<file path="src/rtl/adc9653_pkg.sv">
// Shared definitions for the AD9653 link-training sequencer.
// Holds the FSM state type, default training constants and the 16-bit
// rotate helper used by the pattern checker.
package adc9653_pkg;

  localparam int unsigned  NUM_CH_DEF     = 4;
  localparam int unsigned  WORD_W         = 16;
  localparam int unsigned  TAP_W_DEF      = 5;
  localparam logic [15:0]  PATTERN_DEF    = 16'hA1B2;
  localparam int unsigned  SETTLE_CYC_DEF = 16;
  localparam int unsigned  CHK_CYC_DEF    = 64;
  localparam int unsigned  MIN_EYE_DEF    = 4;
  localparam int unsigned  MAX_SLIP_DEF   = 8;

  typedef enum logic [3:0] {
    ST_IDLE,
    ST_SET_TAP,
    ST_SETTLE,
    ST_CHECK,
    ST_NEXT,
    ST_CENTER,
    ST_C_SETTLE,
    ST_ALIGN_CHK,
    ST_SLIP,
    ST_S_SETTLE,
    ST_DONE,
    ST_FAIL
  } state_e;

  // Rotate a 16-bit word left by k bit positions.
  function automatic logic [15:0] rotl16(input logic [15:0] w, input logic [3:0] k);
    logic [31:0] dbl;
    dbl = {w, w} << k;
    return dbl[31:16];
  endfunction

endpackage

</file>
<file path="src/rtl/adc9653_pat_chk.sv">
// Per-sample training-pattern compare across all channel words.
// Ports:
//   din      in  NUM_CH x 16 parallel capture data (ch0 = din[15:0])
//   rot_ok   out every channel word is some rotation of PATTERN (comb)
//   exact_ok out every channel word equals PATTERN exactly (comb)
module adc9653_pat_chk
  import adc9653_pkg::*;
#(
  parameter int unsigned NUM_CH  = NUM_CH_DEF,
  parameter logic [15:0] PATTERN = PATTERN_DEF
) (
  input  logic [NUM_CH*WORD_W-1:0] din,
  output logic                     rot_ok,
  output logic                     exact_ok
);

  // Each channel may sit at its own rotation during the tap sweep.
  always_comb begin
    logic hit;
    rot_ok   = 1'b1;
    exact_ok = 1'b1;
    hit      = 1'b0;
    for (int unsigned ch = 0; ch < NUM_CH; ch++) begin
      hit = 1'b0;
      for (int unsigned k = 0; k < WORD_W; k++) begin
        if (din[ch*WORD_W +: WORD_W] == rotl16(PATTERN, 4'(k))) hit = 1'b1;
      end
      if (!hit) rot_ok = 1'b0;
      if (din[ch*WORD_W +: WORD_W] != PATTERN) exact_ok = 1'b0;
    end
  end

endmodule

</file>
<file path="src/rtl/adc9653_align_ctrl.sv">
// AD9653 LVDS link-training sequencer: sweeps the shared IDELAY tap, picks
// the widest (earliest on ties) passing eye, loads its centre tap, then
// bitslips until every channel word equals the training pattern.
// Ports:
//   clk_adc, rst        clock and synchronous active-high reset
//   start               one-cycle pulse, starts training when not busy
//   din                 NUM_CH x 16 parallel capture data
//   tap_ld, tap_val     tap load pulse and held tap value
//   bitslip             one-cycle bitslip pulse to all lanes
//   busy, done, fail    status levels
//   eye_start, eye_len  chosen eye
//   tap_map             per-tap pass bitmap (only with ADC_ALIGN_DBG_EN)
module adc9653_align_ctrl
  import adc9653_pkg::*;
#(
  parameter int unsigned NUM_CH     = NUM_CH_DEF,
  parameter int unsigned TAP_W      = TAP_W_DEF,
  parameter logic [15:0] PATTERN    = PATTERN_DEF,
  parameter int unsigned SETTLE_CYC = SETTLE_CYC_DEF,
  parameter int unsigned CHK_CYC    = CHK_CYC_DEF,
  parameter int unsigned MIN_EYE    = MIN_EYE_DEF,
  parameter int unsigned MAX_SLIP   = MAX_SLIP_DEF
) (
  input  logic                     clk_adc,
  input  logic                     rst,
  input  logic                     start,
  input  logic [NUM_CH*WORD_W-1:0] din,
  output logic                     tap_ld,
  output logic [TAP_W-1:0]         tap_val,
  output logic                     bitslip,
  output logic                     busy,
  output logic                     done,
  output logic                     fail,
  output logic [TAP_W-1:0]         eye_start,
  output logic [TAP_W:0]           eye_len
`ifdef ADC_ALIGN_DBG_EN
  ,
  output logic [(1<<TAP_W)-1:0]    tap_map
`endif
);

  localparam int unsigned LEN_W   = TAP_W + 1;
  localparam int unsigned CNT_MAX = (CHK_CYC > SETTLE_CYC) ? CHK_CYC : SETTLE_CYC;
  localparam int unsigned CNT_W   = $clog2(CNT_MAX) + 1;
  localparam int unsigned SLIP_W  = $clog2(MAX_SLIP + 1) + 1;

  state_e             state_q, state_d;
  logic [TAP_W-1:0]   tap_q, tap_d;
  logic [CNT_W-1:0]   cnt_q, cnt_d;
  logic               pass_q, pass_d;
  logic [LEN_W-1:0]   cur_len_q, cur_len_d, best_len_q, best_len_d;
  logic [TAP_W-1:0]   cur_start_q, cur_start_d, best_start_q, best_start_d;
  logic [SLIP_W-1:0]  slips_q, slips_d;
  logic               tap_ld_q, tap_ld_d, bitslip_q, bitslip_d;
  logic [TAP_W-1:0]   tap_val_q, tap_val_d, eye_start_q, eye_start_d;
  logic [LEN_W-1:0]   eye_len_q, eye_len_d;
  logic               busy_q, busy_d, done_q, done_d, fail_q, fail_d;
`ifdef ADC_ALIGN_DBG_EN
  logic [(1<<TAP_W)-1:0] tap_map_q, tap_map_d;
`endif

  logic               rot_ok, exact_ok;
  logic [LEN_W-1:0]   run_len_c;
  logic [TAP_W-1:0]   run_start_c, center_c;

  adc9653_pat_chk #(.NUM_CH(NUM_CH), .PATTERN(PATTERN)) u_pat_chk (
    .din      (din),
    .rot_ok   (rot_ok),
    .exact_ok (exact_ok)
  );

  // Run tracker candidates and centre of the best eye.
  assign run_len_c   = cur_len_q + LEN_W'(1);
  assign run_start_c = (cur_len_q == '0) ? tap_q : cur_start_q;
  assign center_c    = TAP_W'(LEN_W'(best_start_q) + (best_len_q >> 1));

  always_ff @(posedge clk_adc) begin
    if (rst) begin
      state_q      <= ST_IDLE;
      tap_q        <= '0;
      cnt_q        <= '0;
      pass_q       <= 1'b0;
      cur_len_q    <= '0;
      cur_start_q  <= '0;
      best_len_q   <= '0;
      best_start_q <= '0;
      slips_q      <= '0;
      tap_ld_q     <= 1'b0;
      tap_val_q    <= '0;
      bitslip_q    <= 1'b0;
      busy_q       <= 1'b0;
      done_q       <= 1'b0;
      fail_q       <= 1'b0;
      eye_start_q  <= '0;
      eye_len_q    <= '0;
`ifdef ADC_ALIGN_DBG_EN
      tap_map_q    <= '0;
`endif
    end else begin
      state_q      <= state_d;
      tap_q        <= tap_d;
      cnt_q        <= cnt_d;
      pass_q       <= pass_d;
      cur_len_q    <= cur_len_d;
      cur_start_q  <= cur_start_d;
      best_len_q   <= best_len_d;
      best_start_q <= best_start_d;
      slips_q      <= slips_d;
      tap_ld_q     <= tap_ld_d;
      tap_val_q    <= tap_val_d;
      bitslip_q    <= bitslip_d;
      busy_q       <= busy_d;
      done_q       <= done_d;
      fail_q       <= fail_d;
      eye_start_q  <= eye_start_d;
      eye_len_q    <= eye_len_d;
`ifdef ADC_ALIGN_DBG_EN
      tap_map_q    <= tap_map_d;
`endif
    end
  end

  // Next-state and registered-output logic.
  always_comb begin
    state_d      = state_q;
    tap_d        = tap_q;
    cnt_d        = cnt_q;
    pass_d       = pass_q;
    cur_len_d    = cur_len_q;
    cur_start_d  = cur_start_q;
    best_len_d   = best_len_q;
    best_start_d = best_start_q;
    slips_d      = slips_q;
    tap_ld_d     = 1'b0;
    tap_val_d    = tap_val_q;
    bitslip_d    = 1'b0;
    eye_start_d  = eye_start_q;
    eye_len_d    = eye_len_q;
`ifdef ADC_ALIGN_DBG_EN
    tap_map_d    = tap_map_q;
`endif

    case (state_q)
      ST_IDLE, ST_DONE, ST_FAIL: begin
        if (start) begin
          state_d      = ST_SET_TAP;
          tap_d        = '0;
          cur_len_d    = '0;
          cur_start_d  = '0;
          best_len_d   = '0;
          best_start_d = '0;
          slips_d      = '0;
          eye_start_d  = '0;
          eye_len_d    = '0;
`ifdef ADC_ALIGN_DBG_EN
          tap_map_d    = '0;
`endif
        end
      end
      ST_SET_TAP: begin
        tap_ld_d  = 1'b1;
        tap_val_d = tap_q;
        cnt_d     = '0;
        state_d   = ST_SETTLE;
      end
      ST_SETTLE, ST_C_SETTLE, ST_S_SETTLE: begin
        if (cnt_q == CNT_W'(SETTLE_CYC - 1)) begin
          cnt_d   = '0;
          pass_d  = 1'b1;
          state_d = (state_q == ST_SETTLE) ? ST_CHECK : ST_ALIGN_CHK;
        end else begin
          cnt_d = cnt_q + CNT_W'(1);
        end
      end
      ST_CHECK: begin
        pass_d = pass_q & rot_ok;
        if (cnt_q == CNT_W'(CHK_CYC - 1)) state_d = ST_NEXT;
        else                              cnt_d   = cnt_q + CNT_W'(1);
      end
      ST_NEXT: begin
        if (pass_q) begin
          cur_len_d   = run_len_c;
          cur_start_d = run_start_c;
          // Strictly longer only, so the earliest eye wins a tie.
          if (run_len_c > best_len_q) begin
            best_len_d   = run_len_c;
            best_start_d = run_start_c;
          end
`ifdef ADC_ALIGN_DBG_EN
          tap_map_d[tap_q] = 1'b1;
`endif
        end else begin
          cur_len_d = '0;
        end
        if (tap_q == '1) begin
          state_d = ST_CENTER;
        end else begin
          tap_d   = tap_q + TAP_W'(1);
          state_d = ST_SET_TAP;
        end
      end
      ST_CENTER: begin
        tap_ld_d = 1'b1;
        if (best_len_q < LEN_W'(MIN_EYE)) begin
          tap_val_d = '0;
          state_d   = ST_FAIL;
        end else begin
          tap_val_d   = center_c;
          eye_start_d = best_start_q;
          eye_len_d   = best_len_q;
          cnt_d       = '0;
          state_d     = ST_C_SETTLE;
        end
      end
      ST_ALIGN_CHK: begin
        if (cnt_q == CNT_W'(CHK_CYC - 1)) begin
          if (pass_q & exact_ok) begin
            state_d = ST_DONE;
          end else if (slips_q < SLIP_W'(MAX_SLIP)) begin
            state_d = ST_SLIP;
          end else begin
            tap_ld_d  = 1'b1;
            tap_val_d = '0;
            state_d   = ST_FAIL;
          end
        end else begin
          pass_d = pass_q & exact_ok;
          cnt_d  = cnt_q + CNT_W'(1);
        end
      end
      ST_SLIP: begin
        bitslip_d = 1'b1;
        slips_d   = slips_q + SLIP_W'(1);
        cnt_d     = '0;
        state_d   = ST_S_SETTLE;
      end
      default: state_d = ST_IDLE;
    endcase

    busy_d = !((state_d == ST_IDLE) || (state_d == ST_DONE) || (state_d == ST_FAIL));
    done_d = (state_d == ST_DONE);
    fail_d = (state_d == ST_FAIL);
  end

  assign tap_ld    = tap_ld_q;
  assign tap_val   = tap_val_q;
  assign bitslip   = bitslip_q;
  assign busy      = busy_q;
  assign done      = done_q;
  assign fail      = fail_q;
  assign eye_start = eye_start_q;
  assign eye_len   = eye_len_q;
`ifdef ADC_ALIGN_DBG_EN
  assign tap_map   = tap_map_q;
`endif

endmodule

</file>
<file path="config.mk">
export PLATFORM = sky130hd
export DESIGN_NAME = adc9653_align_ctrl
export DESIGN_NICKNAME = d
export VERILOG_FILES = /design/src/rtl/adc9653_pkg.sv /design/src/rtl/adc9653_pat_chk.sv /design/src/rtl/adc9653_align_ctrl.sv
export SDC_FILE = /design/constraint.sdc
export NUM_CORES = 1
export LEC_CHECK = 0
export ABC_AREA = 1
export CAP_MARGIN = 10
export CELL_PAD_IN_SITES_DETAIL_PLACEMENT = 0
export CELL_PAD_IN_SITES_GLOBAL_PLACEMENT = 1
export CORE_MARGIN = 2
export CORE_UTILIZATION = 34
export CTS_CLUSTER_SIZE = 12
export DETAILED_ROUTE_END_ITERATION = 10
export PLACE_DENSITY_LB_ADDON = 0.1
export SETUP_SLACK_MARGIN = 0.4
export SYNTH_ARGS = -nofsm -noshare
export SYNTH_HDL_FRONTEND = slang
export SYNTH_HIERARCHICAL = 1
export SYNTH_SLANG_ARGS = --single-unit
</file>
<file path="constraint.sdc">
create_clock -name clk_adc -period 2.05 [get_ports clk_adc]
set_input_delay 0.41 -clock clk_adc [delete_from_list [all_inputs] [get_ports clk_adc]]
set_output_delay 0.41 -clock clk_adc [all_outputs]
set_load 0.05 [all_outputs]
</file>
-- Yosys cells after proc, flatten, opt, wreduce, memory -nomap -nowiden
Cells that the tools add are included.
- register bits after elaboration: 65
- latch bits: 0
- bits in writable memories: 0
- bits in read-only memories: 0
- input bits: 67
- output and inout bits: 21
- logic and storage cells: 267
- memories kept: 0
- $add $sub $neg: 5
- multiply operators: 0
- div/mod/pow operators: 0
- order comparisons: 3
- eq/ne operators: 95
- shift-type cells: 0
- mux-type cells: 119
- bitwise gates (word level): 2
- reductions and logical operators: 26
- operator list (kind ; number):
    $eq A16 B16 Y1 const B ; 28
    $eq A16 B15 Y1 const B ; 20
    $eq A16 B14 Y1 const B ; 8
    $mux W1 ; 78
    $eq A16 B12 Y1 const B ; 4
    $eq A16 B13 Y1 const B ; 4
    $ne A16 B16 Y1 const B ; 4
    $mux W5 ; 11
    $pmux W5 S2 ; 5
    $pmux W6 S2 ; 3
    $pmux W4 S8 ; 1
    $mux W6 ; 5
    $pmux W7 S4 ; 1
    $eq A4 B4 Y1 const B ; 6
    $ne A2 B2 Y1 const B ; 11
    $mux W7 ; 3
    $mux W4 ; 5
    $eq A4 B3 Y1 const B ; 4
    $pmux W5 S3 ; 1
    $reduce_and A3 Y1 ; 5
    $add A5 B1 Y5 const B ; 2
    $eq A4 B2 Y1 const B ; 2
    $logic_not A4 Y1 ; 2
    $reduce_and A4 Y1 ; 2
    24 further kinds ; 35

-- Depth between registers and ports, before layout
- word-level depth: 23
- depth in mapped cells: 17
- gate-level depth less buffers: 17

-- Hierarchy
Netlist, hierarchy kept.
- by module, submodules not included (module ; times used ; cells an instance ; area each (um2) ; seq. area each (um2)):
    adc9653_align_ctrl ; 1 ; 509 ; 3612.2 ; 1301.2
    adc9653_pat_chk ; 1 ; 615 ; 2491.1 ; 0.0

-- Least setup slack after synthesis
Ideal clock, no wire load.
- kind: reg2reg
- start point: register cur_len_q[0]
- end point: register best_start_q[0]
- library setup time: 0.113 ns
- arrival time: 1.821 ns
- data required time: 1.937 ns
- slack: 0.117 ns
- stages on the path, launching flop included: 13
- buffers on the path: 0
- period minus slack after synthesis: 1.933 ns
- cells stage by stage: dfxtp_1 nand3_1 nor3_1 xor2_1 ha_1 nand2_1 inv_1 o21ai_0 nand3_1 nand2_4 nand2_4 nor2_1 nor2_1
- longest elaborated chain between the ends: 5
- elaborated cells on any way between the ends: 9
- those cells by class: add/sub: 1; order compare: 1; eq/ne: 1; mux: 4; reduce/logical: 2
- ends and longest elaborated chain (what ; line ; source):
    start: declaration ; adc9653_align_ctrl.sv:51 ; logic [LEN_W-1:0] cur_len_q, cur_len_d, best_len_q, best_len_d;
    start signal: assignment ; adc9653_align_ctrl.sv:104 ; cur_len_q <= cur_len_d;
    branches (longest 5 deep; another with $add A6 B1 Y6) ; - ;
    end signal: assignment ; adc9653_align_ctrl.sv:107 ; best_start_q <= best_start_d;
    end: declaration ; adc9653_align_ctrl.sv:52 ; logic [TAP_W-1:0] cur_start_q, cur_start_d, best_start_q, best_start_d;
Parallel ways; which one is timed is not known. The select of a mux whose other input is x is not followed.
A chain may end at the register's enable or synchronous reset.

-- Final worst setup path
- start point: register cur_len_q[0]
- end point: register best_start_q[3]
The elaborated chain is that of the path after synthesis.

==> metrics.cfg <==
[critical_path]
r2r_start = cur_len_q[0]
criticalPathCategory = reg -> reg
timing.critical_path.mode_cell = nand2_1
arrival_ns = 2.20
critPathMaxFanout = 5
crit_start = cur_len_q[0]
reg2reg_slack_ns = 0.07
required_ns = 2.27
r2r-end = best_start_q[3]
crit_end = best_start_q[3]
cp_cell_sequence = ha_4, nand3_2, xor2_1, inv_1, ha_1, nand2_2, inv_2, nand4_1, nand3_4, nand2_8, nand2_4, nand2_1, nand2_1, nor2_1
r2r_cells = 14
cp-end-kind = flop
start_kind = flop
crit_path_max_incr_delay_ns = 0.37
crit_slowest_cell = dfxtp_4

[global_route]
track_usage_pct = 21.8
grt_pass1_vias = 7247
antenna_found_initial = 0
overflow = 0
grt_pass1_wl_microns = 33600
grt_max_degree = 29

[power_and_ir_drop]
p_per_area_nw_per_um2 = 423
combPwrFrac_pct = 28.7
p_sw_uw = 1290
ir_drop_v = 0.000364
p_seq_share_pct = 32.2
p_leak_uw = 0.00464
pwr-share-clk_pct = 39.1
swShare_pct = 30.7
intPower_uw = 2910

[die]
coreArea_sq_um = 17400
io_pins = 88
die_area_sq_um = 19000
die_w_microns = 138
floorplan.initialDensity_pct = 35.0
fp-row-count = 48
die_height_microns = 138

[placed_design]
dp_slack_ns = -0.672
hpwl_microns = 16000
gp_congestion = 0.942
postPlaceCellArea_sq_um = 8290
io_buffers = 87

[synth]
yosys.area.top_type_share_pct = 21.3
synth-seq-cells = 65
synth_mux_area_share_pct = 0
synth_compound_area_share_pct = 8.82
syn_avg_cell_area_sq_um = 5.43
synth.distinct_cells = 37
synthFlopType = dfxtp_1
netlist_top_cells_area = dfxtp_1 (21%), nand2_1 (21%), nor2_1 (16%)
syn-instance-count = 1124
yosysTopAreaCell = dfxtp_1
synth_xor_area_share_pct = 1.15
ys_async_sr_fraction_pct = 0
synth-seq-area-share_pct = 21.3
synth_warnings = 6
synth.cell_area_sq_um = 6100
yosys.area_share.simple_pct = 53.9
synth-adder-area-share_pct = 3.61
synth_top_family_by_area = simple AND/OR/NAND/NOR gates
synthesis.nets = 1208
synth-edff-count = 0

[sta]
slew_violations = 0
worst_pin_slew_ns = 0.521
grt_setup_unrepaired = yes
final_hold_viol_count = 0
fin_skew_ns = 0.00579
post-route-period-util_pct = 96.7
relSlewSlack_pct = 65.4
finalSetupViolCount = 0
setup_ws_ns = 0.0677
fin_crit_ns = 1.98
max_freq_ghz = 0.504
timing.hold.ws_ns = 0.460

[finish]
diodes = 0
drive_gt1_share_pct = 41.7
fin_util_pct = 57.1
n_fill_cell = 1802
multiInputGateArea_sq_um = 5200
final_cell_area_sq_um = 9940
final_net_count = 1471
register_area_sq_um = 1330
mostFrequentLayoutCells = nand2_1 (267), nor2_1 (175), buf_4 (129), inv_1 (98), nand2_2 (65)
layout_commonest_cell = nand2_1
synthToLayoutAreaGrowth_pct = 62.9

[worst_hold_path]
worstHoldPathType = reg -> reg
hold_path_depth = 2

[cts]
cts_buffers = 9
hold_buffers = 0
cts_tree = built
htree_levels = 3
cts.sinks = 65
worstSkewPairLatency_ns = 0.32
clk_pin_slew_worst_paths_ns = 0.05
clock-root-buffer = clkbuf_16
cts_buffer_depth = 2

[route]
drc = 0
drt_iter0_drc = 363
drt-pass1-iter-count = 5
viasPerCell = 4.76
postRouteAntennaNets = 0
num_vias = 7700
wirelength_microns = 21000
wl_per_cell_microns = 13.0

[job]
cap_violations = 0

[status]
status = complete, no violations

## timing repair
item | CTS | global route
pin swaps | 84 | 117
hold endpoints to repair | 0 | 0
setup buffers | 31 | 9
gates cloned | 1 | 2
setup endpoints to repair | 84 | 57
resized for setup | 410 | 281
## per-layer routing
metal | part of all wire (%) | vias to the layer above | track usage [%]
met1 | 45 | 3437 | 28.6
met4 | 1.8 | 0 | 4.93
li1 | - | 4054 | -
met3 | 4.4 | 37 | 3.47
met2 | 49 | 172 | 37.5
met5 | 0 | - | 0
## critical path, delay by kind of cell (launching register included)
family                   cells  cell delay (ns)
AND/OR/NAND/NOR              9             0.78
adder cells (fa/ha/maj)      2             0.45
buffers and inverters        2             0.14
XOR/XNOR                     1             0.15
flip-flops                   1             0.37
## registers in the layout, indices dropped and copies added, names as in the netlist, 4 cells and up
| name | cells |
|---|---|
| cnt_q | 7 |
| best_len_q | 6 |
| cur_len_q | 6 |
| eye_len | 6 |
| best_start_q | 5 |
| cur_start_q | 5 |
| eye_start | 5 |
| slips_q | 5 |
| tap_q | 5 |
| tap_val | 5 |
| state_q | 4 |
## metrics by stage
stage | TNS [ns] | instances | power [uW]
6_report | 0 | 1616 | 4200
5_1_grt | -0.401 | 1616 | 4410
4_1_cts | 0 | 1605 | 4070
3_5_place_dp | -7.25 | 1558 | 2360
3_3_place_gp | -6.19 | 1558 | 2360
2_1_floorplan | 0 | 1124 | 1840
## worst min path at each step
| stage | start | end | slack, ns |
|---|---|---|---|
| 3_5_place_dp | eye_start[1] | eye_start[1] | 0.46 |
| 2_1_floorplan | slips_q[0] | slips_q[0] | 0.46 |
| 4_1_cts | eye_start[4] | eye_start[4] | 0.46 |
| 6_report | eye_start[4] | eye_start[4] | 0.46 |
| 5_1_grt | eye_start[2] | eye_start[2] | 0.49 |
| 3_3_place_gp | eye_start[2] | eye_start[2] | 0.45 |
## cell type report
| type | count | area share, % |
|---|---|---|
| clock buffer | 12 | 2.48 |
| clock inverter | 3 | 0.655 |
| timing repair buffer | 259 | 21.6 |
| sequential | 65 | 13.4 |
| tap | 225 | 2.83 |
| inverter | 159 | 6.72 |
| multi-input combinational | 893 | 52.3 |
## power by group through the flow
stage / Combinational (uW) / Clock [uW] / Sequential, uW
after floorplan: 437 / 0 / 1400
after global placement: 978 / 0 / 1380
after detailed placement: 977 / 0 / 1380
after CTS: 1050 / 1670 / 1350
after global routing: 1320 / 1730 / 1360
final: 1210 / 1640 / 1350
## cells in the mapped netlist (all sizes together) (3+ instances only)
master / count
nand2: 359
nor2: 290
inv: 156
dfxtp: 65
nand3: 51
a21oi: 45
o21ai: 38
nor3: 30
nand4: 23
ha: 16
xor2: 8
nand3b: 7
a211oi: 6
buf: 6
nor4: 5
clkbuf: 4
clkinv: 3
o21a: 3
## logic make-up after synthesis
family                     Yosys count
AOI/OAI and AO/OA                   98
adders and majority gates           17
xor gates and xnor gates             8
buffers and inverters              169
and+or+nand+nor                    767
DFF                                 65
No activity file was read; power rests on OpenSTA's default activity.
